==> config.mk <==
export PLATFORM = sky130hd
export DESIGN_NAME = datamemory_arbiter
export DESIGN_NICKNAME = d
export VERILOG_FILES = /design/src/rtl/mem_arb_pkg.sv /design/src/rtl/rr_pick2.sv /design/src/rtl/datamemory_arbiter.sv
export SDC_FILE = /design/constraint.sdc
export NUM_CORES = 1
export LEC_CHECK = 0
export ABC_AREA = 1
export ABC_CLOCK_PERIOD_IN_PS = 4900
export BUFFER_PORTS_ARGS = -buffer_cell sky130_fd_sc_hd__buf_2
export CORE_UTILIZATION = 30
export DETAILED_ROUTE_END_ITERATION = 10
export GPL_TIMING_DRIVEN = 0
export PLACE_DENSITY = 0.65
export SYNTH_ARGS = -nofsm -noshare
export SYNTH_HDL_FRONTEND = slang
export SYNTH_SLANG_ARGS = --single-unit
==> constraint.sdc <==
create_clock -name clk -period 4.9 [get_ports clk]
set_input_delay 1.225 -clock clk [delete_from_list [all_inputs] [get_ports clk]]
set_output_delay 1.225 -clock clk [all_outputs]
set_load 0.01 [all_outputs]
==> src/rtl/mem_arb_pkg.sv <==
// Shared types and constants for the data-memory arbiter and related shared-buffer logic.
package mem_arb_pkg;

  localparam int ADDR_W        = 10;
  localparam int DATA_W        = 32;
  localparam int MAX_BURST_DEF = 4;

  typedef enum logic [1:0] {
    NONE = 2'b00,
    P0   = 2'b01,
    P1   = 2'b10
  } owner_t;

endpackage

==> src/rtl/rr_pick2.sv <==
// Two-way round-robin pick: on a tie the port that was not served last wins.
module rr_pick2 (
  input  logic req0,
  input  logic req1,
  input  logic last,
  output logic gnt0,
  output logic gnt1
);

  assign gnt0 = req0 & (~req1 | last);
  assign gnt1 = req1 & (~req0 | ~last);

endmodule

==> src/rtl/datamemory_arbiter.sv <==
// Shares the single-port data memory between the CPU (port 0) and the CNN loader (port 1),
// with round-robin arbitration, bounded burst locking and registered read return.
module datamemory_arbiter
  import mem_arb_pkg::*;
#(
  parameter int MAX_BURST = MAX_BURST_DEF
) (
  input  logic              clk,
  input  logic              reset,
  input  logic              req0,
  input  logic              req1,
  input  logic              we0,
  input  logic              we1,
  input  logic              lock0,
  input  logic              lock1,
  input  logic [ADDR_W-1:0] addr0,
  input  logic [ADDR_W-1:0] addr1,
  input  logic [DATA_W-1:0] wdata0,
  input  logic [DATA_W-1:0] wdata1,
  output logic              grant0,
  output logic              grant1,
  output logic              rvalid0,
  output logic              rvalid1,
  output logic [DATA_W-1:0] rdata0,
  output logic [DATA_W-1:0] rdata1,
  output logic [ADDR_W-1:0] mem_address,
  output logic [DATA_W-1:0] mem_writedata,
  output logic              mem_memread,
  output logic              mem_memwrite,
  input  logic [DATA_W-1:0] mem_readdata
);

  localparam logic [3:0] BURST_LAST = 4'(MAX_BURST - 1);

  owner_t      owner_reg, owner_next;
  logic [3:0]  burst_cnt_reg, burst_cnt_next;
  logic        last_reg, last_next;
  logic        locked0, locked1;
  logic        pick0, pick1;
  logic        g_we, g_lock;
  owner_t      g_owner;

  rr_pick2 u_pick (
    .req0 (req0),
    .req1 (req1),
    .last (last_reg),
    .gnt0 (pick0),
    .gnt1 (pick1)
  );

  // A held lock wins only until the burst limit is reached while the other port waits.
  always_comb begin
    locked0 = (owner_reg == P0) && req0 && ((burst_cnt_reg < BURST_LAST) || !req1);
    locked1 = (owner_reg == P1) && req1 && ((burst_cnt_reg < BURST_LAST) || !req0);
    grant0  = locked0 | (~locked1 & pick0);
    grant1  = locked1 | (~locked0 & pick1);
  end

  always_comb begin
    mem_address   = '0;
    mem_writedata = '0;
    mem_memread   = 1'b0;
    mem_memwrite  = 1'b0;
    g_we          = 1'b0;
    g_lock        = 1'b0;
    g_owner       = NONE;
    if (grant0) begin
      mem_address   = addr0;
      mem_writedata = wdata0;
      g_we          = we0;
      g_lock        = lock0;
      g_owner       = P0;
    end else if (grant1) begin
      mem_address   = addr1;
      mem_writedata = wdata1;
      g_we          = we1;
      g_lock        = lock1;
      g_owner       = P1;
    end
    if (grant0 || grant1) begin
      mem_memwrite = g_we;
      mem_memread  = ~g_we;
    end
  end

  always_comb begin
    owner_next     = NONE;
    burst_cnt_next = 4'd0;
    last_next      = last_reg;
    if (grant0 || grant1) begin
      last_next = grant1;
      if (g_lock) begin
        owner_next = g_owner;
        if (owner_reg == g_owner)
          burst_cnt_next = (burst_cnt_reg >= BURST_LAST) ? BURST_LAST : burst_cnt_reg + 4'd1;
      end
    end
  end

  always_ff @(posedge clk) begin
    if (reset) begin
      owner_reg     <= NONE;
      burst_cnt_reg <= 4'd0;
      last_reg      <= 1'b1;
      rvalid0       <= 1'b0;
      rvalid1       <= 1'b0;
      rdata0        <= '0;
      rdata1        <= '0;
    end else begin
      owner_reg     <= owner_next;
      burst_cnt_reg <= burst_cnt_next;
      last_reg      <= last_next;
      rvalid0       <= grant0 & ~we0;
      rvalid1       <= grant1 & ~we1;
      if (grant0 && !we0)
        rdata0 <= mem_readdata;
      if (grant1 && !we1)
        rdata1 <= mem_readdata;
    end
  end

endmodule

## Word-level counts from Yosys, hierarchy flattened

Cells that the tools add are included.
W data, S select, Z words.

- Output and inout port bits: 112
- Bits of input ports: 124
- Logic and storage cells: 64
- Flip-flop bits (word level): 73

- Eq/ne operators: 3
- Reductions and logical operators: 16
- Bitwise gates (word level): 21
- Add/sub/neg operators: 1
- $lt $le $gt $ge: 2
- Multiplexer cells: 13

Operator list:

| kind | count |
|---|---|
| $mux W32 | 2 |
| $mux W10 | 2 |
| $not A1 Y1 | 11 |
| $and A1 B1 Y1 | 6 |
| $logic_and A1 B1 Y1 | 6 |
| $mux W1 | 6 |
| $mux W2 | 3 |
| $reduce_or A5 Y1 | 1 |
| $add A4 B1 Y4 const B | 1 |
| $ge A4 B2 Y1 const B | 1 |
| $logic_not A1 Y1 | 4 |
| $lt A4 B2 Y1 const B | 1 |
| $or A1 B1 Y1 | 4 |
| $reduce_or A4 Y1 | 1 |
| $logic_or A1 B1 Y1 | 3 |
| $reduce_or A3 Y1 | 1 |
| $eq A2 B1 Y1 const B | 1 |
| $eq A2 B2 Y1 | 1 |
| $eq A2 B2 Y1 const B | 1 |

## Logic depth before layout (Yosys ltp)

- Word-level depth: 11
- Gate-level depth with buffers: 12

## By module

From an unflattened synthesis, not the netlist that was laid out.

- Cell total of the unflattened synthesis: 486
- Area total of the unflattened synthesis: 3345.7 µm²

Modules (own cells, without submodules):

| module | instances | seq. area each (µm²) | cells each | area an instance (µm²) |
|---|---|---|---|---|
| datamemory_arbiter | 1 | 1461.4 | 482 | 3318.2 |
| rr_pick2 | 1 | 0.0 | 4 | 27.5 |

## Least setup slack after synthesis

No wires, ideal clock.

- Path kind: input to output
- Start: in req0
- End: out mem_memread
- Setup slack: 1519 ps
- Arrival: 2156 ps
- Stages on the path: 9
- Buffers on the path: 1
- Cells stage by stage: inv_1 -> a21oi_1 -> nor2_1 -> nand2_2 -> nand2_4 -> buf_6 -> inv_1 -> o21ai_1 -> nor2_1

- Longest elaborated chain between the ends: 9
- Elaborated cells between the ends (all ways): 20
- Classes of those cells: 3 x mux; 11 x bitwise; 6 x reduce/logical

Ends and longest elaborated chain:

| item | line | source |
|---|---|---|
| start, declared | datamemory_arbiter.sv:10 | `input logic req0,` |
| $not A1 Y1 (tied with other cells) | rr_pick2.sv:11 | `assign gnt1 = req1 & (~req0 \| ~last);` |
| $or A1 B1 Y1 (tied with other cells) | rr_pick2.sv:11 |  |
| $and A1 B1 Y1 (tied with other cells) | rr_pick2.sv:11 |  |
| $and A1 B1 Y1 or $not A1 Y1 (tied branches) | datamemory_arbiter.sv:56, datamemory_arbiter.sv:55 |  |
| $or A1 B1 Y1 or $and A1 B1 Y1 (tied branches) | datamemory_arbiter.sv:56, datamemory_arbiter.sv:55 |  |
| $mux W1 or $or A1 B1 Y1 (tied branches) | datamemory_arbiter.sv:73, datamemory_arbiter.sv:55 |  |
| $mux W1 | datamemory_arbiter.sv:67 | `if (grant0) begin` |
| $not A1 Y1 | datamemory_arbiter.sv:82 | `mem_memread = ~g_we;` |
| $mux W1 (*) | datamemory_arbiter.sv:80 | `if (grant0 \|\| grant1) begin` |
| end, declared | datamemory_arbiter.sv:28 | `output logic mem_memread,` |

Mark *: on every way between the ends. The rest lies on a longest branch, timed or not.

## Final worst setup path

Same ends and word-level chain as after synthesis.

==> results by group <==
Yosys
  • Yosys cell types: 21
  • Commonest cells in the netlist: 76 x nand2_1, 73 x dfxtp_1, 56 x a21oi_1, 55 x nand3_1, 42 x a22o_1
  • Mapped Area: 3250 um2
  • Post-synth top area share: 0.449
  • YS warnings: 0
  • Number of flops mapped to enable cells by yosys: 0
  • Asr flop ratio synth: 0
  • Main synth FF type: dfxtp_1
  • Top-count cell post-synth: nand2_1
  • Largest area contributor in the netlist: dfxtp_1
  • Main area contributors after synthesis: dfxtp_1 45%, a22o_1 11%, nand2_1 8.8%
  • Seq/Total Area, Yosys: 0.449
  • Register bit total from synthesis: 73
  • Avg Cell Area, Syn: 8.21 um2
  • Cells after Synth: 396

Worst hold path
  • Hold Path End: rdata1[30]
  • Hold wc startpoint: rdata1[30]
  • Path category of the worst min-delay check: flip-flop to flip-flop
  • Hold Path Depth: 2

CTS
  • Worst-Skew Late Latency: 0.34 ns
  • Post-CTS sizing: 0
  • H-tree levels: 3
  • TritonCTS clock tree: built
  • Clock sink count: 73
  • Postcts setup bufs: 0
  • Cts hold-fix bufs: 0
  • Num CTS Buffers: 9
  • Clk root buf: clkbuf_8
  • CTS Buffer Depth: 2
  • CTS clk-pin slew, worst paths: 0.08 ns

Timing
  • Final Cycle Share: 0.757
  • TNS Setup: 0 ns
  • Worst Skew: 0.00600 ns
  • RSZ-0062 raised after global routing: no
  • Fin crit period: 3.71 ns
  • Fin. max-slew vios: 0
  • Hold WS: 0.458 ns
  • Hold Vio Cnt, Final: 0
  • Slew headroom: 0.514
  • F_max: 270 MHz
  • Worst Max-Slew Pin Slew: 0.729 ns
  • Final setup violation count: 0

Setup path
  • Worst r2r src: burst_cnt_reg[0]
  • Buffers & Inverters on Critical Path: 5
  • CP Class: primary input to primary output
  • R2R Path End: rdata0[28]
  • Cell family with most CP delay: buffers and inverters
  • Worst path max stage delay: 0.20 ns
  • Register-to-Register Path Depth: 10
  • Worst path arrival time: 2.48 ns
  • Worst R2R Setup Slack: 3.28 ns
  • Worst-path fanout max: 10
  • Crit end category: primary output
  • Critical-path top delay cell: a21oi_1
  • Critical Path RT: 3.67 ns
  • CP Launch Type: primary input
  • CP Cell Sequence: buf_2, inv_1, a21oi_1, nor2_1, nand2_2, nand2_4, buf_6, inv_1, o21ai_1, nor2_1, buf_2

Power and ir drop
  • P per Cell Area: 300 nW/um2
  • Peak VDD IR: 0.193 mV
  • Leak: 2.40 nW

GRT
  • First-pass GRT wire length: 19100 um
  • Vias in the first global route: 3673
  • Global-route usage over all layers: 0.220
  • Congestion Overflow GR: 0
  • Initial antenna violation count: 0
  • Largest net degree at the start of global routing: 14

Finish
  • Layout cells sized above 1: 0.465
  • Final nets: 767
  • N_diodes: 0
  • Final non-filler cell total: 783
  • Layout area overhead: 47.7%
  • Final instance area: 4800 um2
  • Fill count: 1083

Floorplan
  • Ports: 236
  • # rows: 37
  • Die area: 11300 um2
  • Die Ht: 106 um
  • Initial Utilization: 0.312
  • Die W: 106 um
  • Core box area: 10400 um2

Place
  • Post-DP HPWL: 10500 um
  • I/O Buffers: 234
  • Placed Instance Area: 4600 um2
  • Gpl congestion: 0.905
  • DP Cell Count: 767

Run status
  • Status: complete, no violations

Routing
  • Remaining DRCs: 0
  • DRT Pass-1 Iters: 4
  • Iter 0 DRT Violations: 288
  • Via-per-instance ratio: 4.92
  • Vias: 3855
  • Drt total wl: 12900 um
  • WL per Instance: 16.5 um
  • ANT nets after route: 0

Run
  • Max Cap Viol: 0
worst max path at each step:
stage               startpoint     endpoint  slack, ns  depth (start not counted)
global route              req0  mem_memread       1.06                         11
CTS                       req0  mem_memread       1.16                          9
floorplan                 req0  mem_memread       1.52                          9
global placement          req0  mem_memread       1.19                         11
detailed placement        req0  mem_memread       1.17                          9
finish                    req0  mem_memread       1.19                         11
layout make-up:
type	count	area (um2)	share of cell area
clock buffers	10	138	0.0287
inverters	13	48.8	0.0102
flip-flops and latches	73	1460	0.304
clock inverters	6	67.6	0.0141
plain buffers	35	193	0.0401
repair buffers	234	1170	0.244
multi-input cells	276	1550	0.324
well taps	136	170	0.0354
placed cells by master, fill, tap and decap left out, types with 2 or more instances in the layout:
| master | instances |
|---|---|
| nand2_2 | 5 |
| a22o_1 | 42 |
| nand2_4 | 4 |
| nand2_1 | 76 |
| inv_1 | 12 |
| clkinv_4 | 2 |
| nand3_1 | 55 |
| dfxtp_1 | 73 |
| buf_4 | 7 |
| nor2_1 | 13 |
| nand3_2 | 10 |
| buf_2 | 247 |
| a21oi_2 | 10 |
| a21oi_1 | 56 |
| clkbuf_1 | 13 |
| clkbuf_8 | 10 |
| conb_1 | 2 |
| clkinvlp_4 | 2 |
logic make-up after synthesis:
| family | synth area share |
|---|---|
| AO/OA/AOI/OAI | 0.230 |
| flip-flops | 0.449 |
| other | 0.00115 |
| adder cells (fa/ha/maj) | 0.00385 |
| buffers and inverters | 0.0742 |
| AND/OR/NAND/NOR | 0.242 |
power by group:
group	switching, mW	total, mW	internal [mW]
combinational	0.188	0.328	0.140
sequential	0.0131	0.633	0.620
clock	0.231	0.481	0.250
worst min-delay path, cell delays in order, from the launching register on:
cell and delay [ns]:
dfxtp_1 0.31, nand2_1 0.05, a21oi_1 0.05
metrics by stage:
step	power, mW	setup WS, ns	util
2_1_floorplan	0.815	1.52	-
3_3_place_gp	0.972	1.19	0.441
3_5_place_dp	0.978	1.17	0.441
4_1_cts	1.46	1.16	0.461
5_1_grt	1.52	1.06	0.461
6_report	1.44	1.19	0.461
layer usage:
layer	vias to the layer above	GRT usage	routed length [um]
met3	12	0.0619	871
met1	1810	0.270	5490
met4	0	0.0556	157
li1	1859	-	-
met5	-	0	0
met2	174	0.376	6390
No activity file was read; power rests on OpenSTA's default activity.
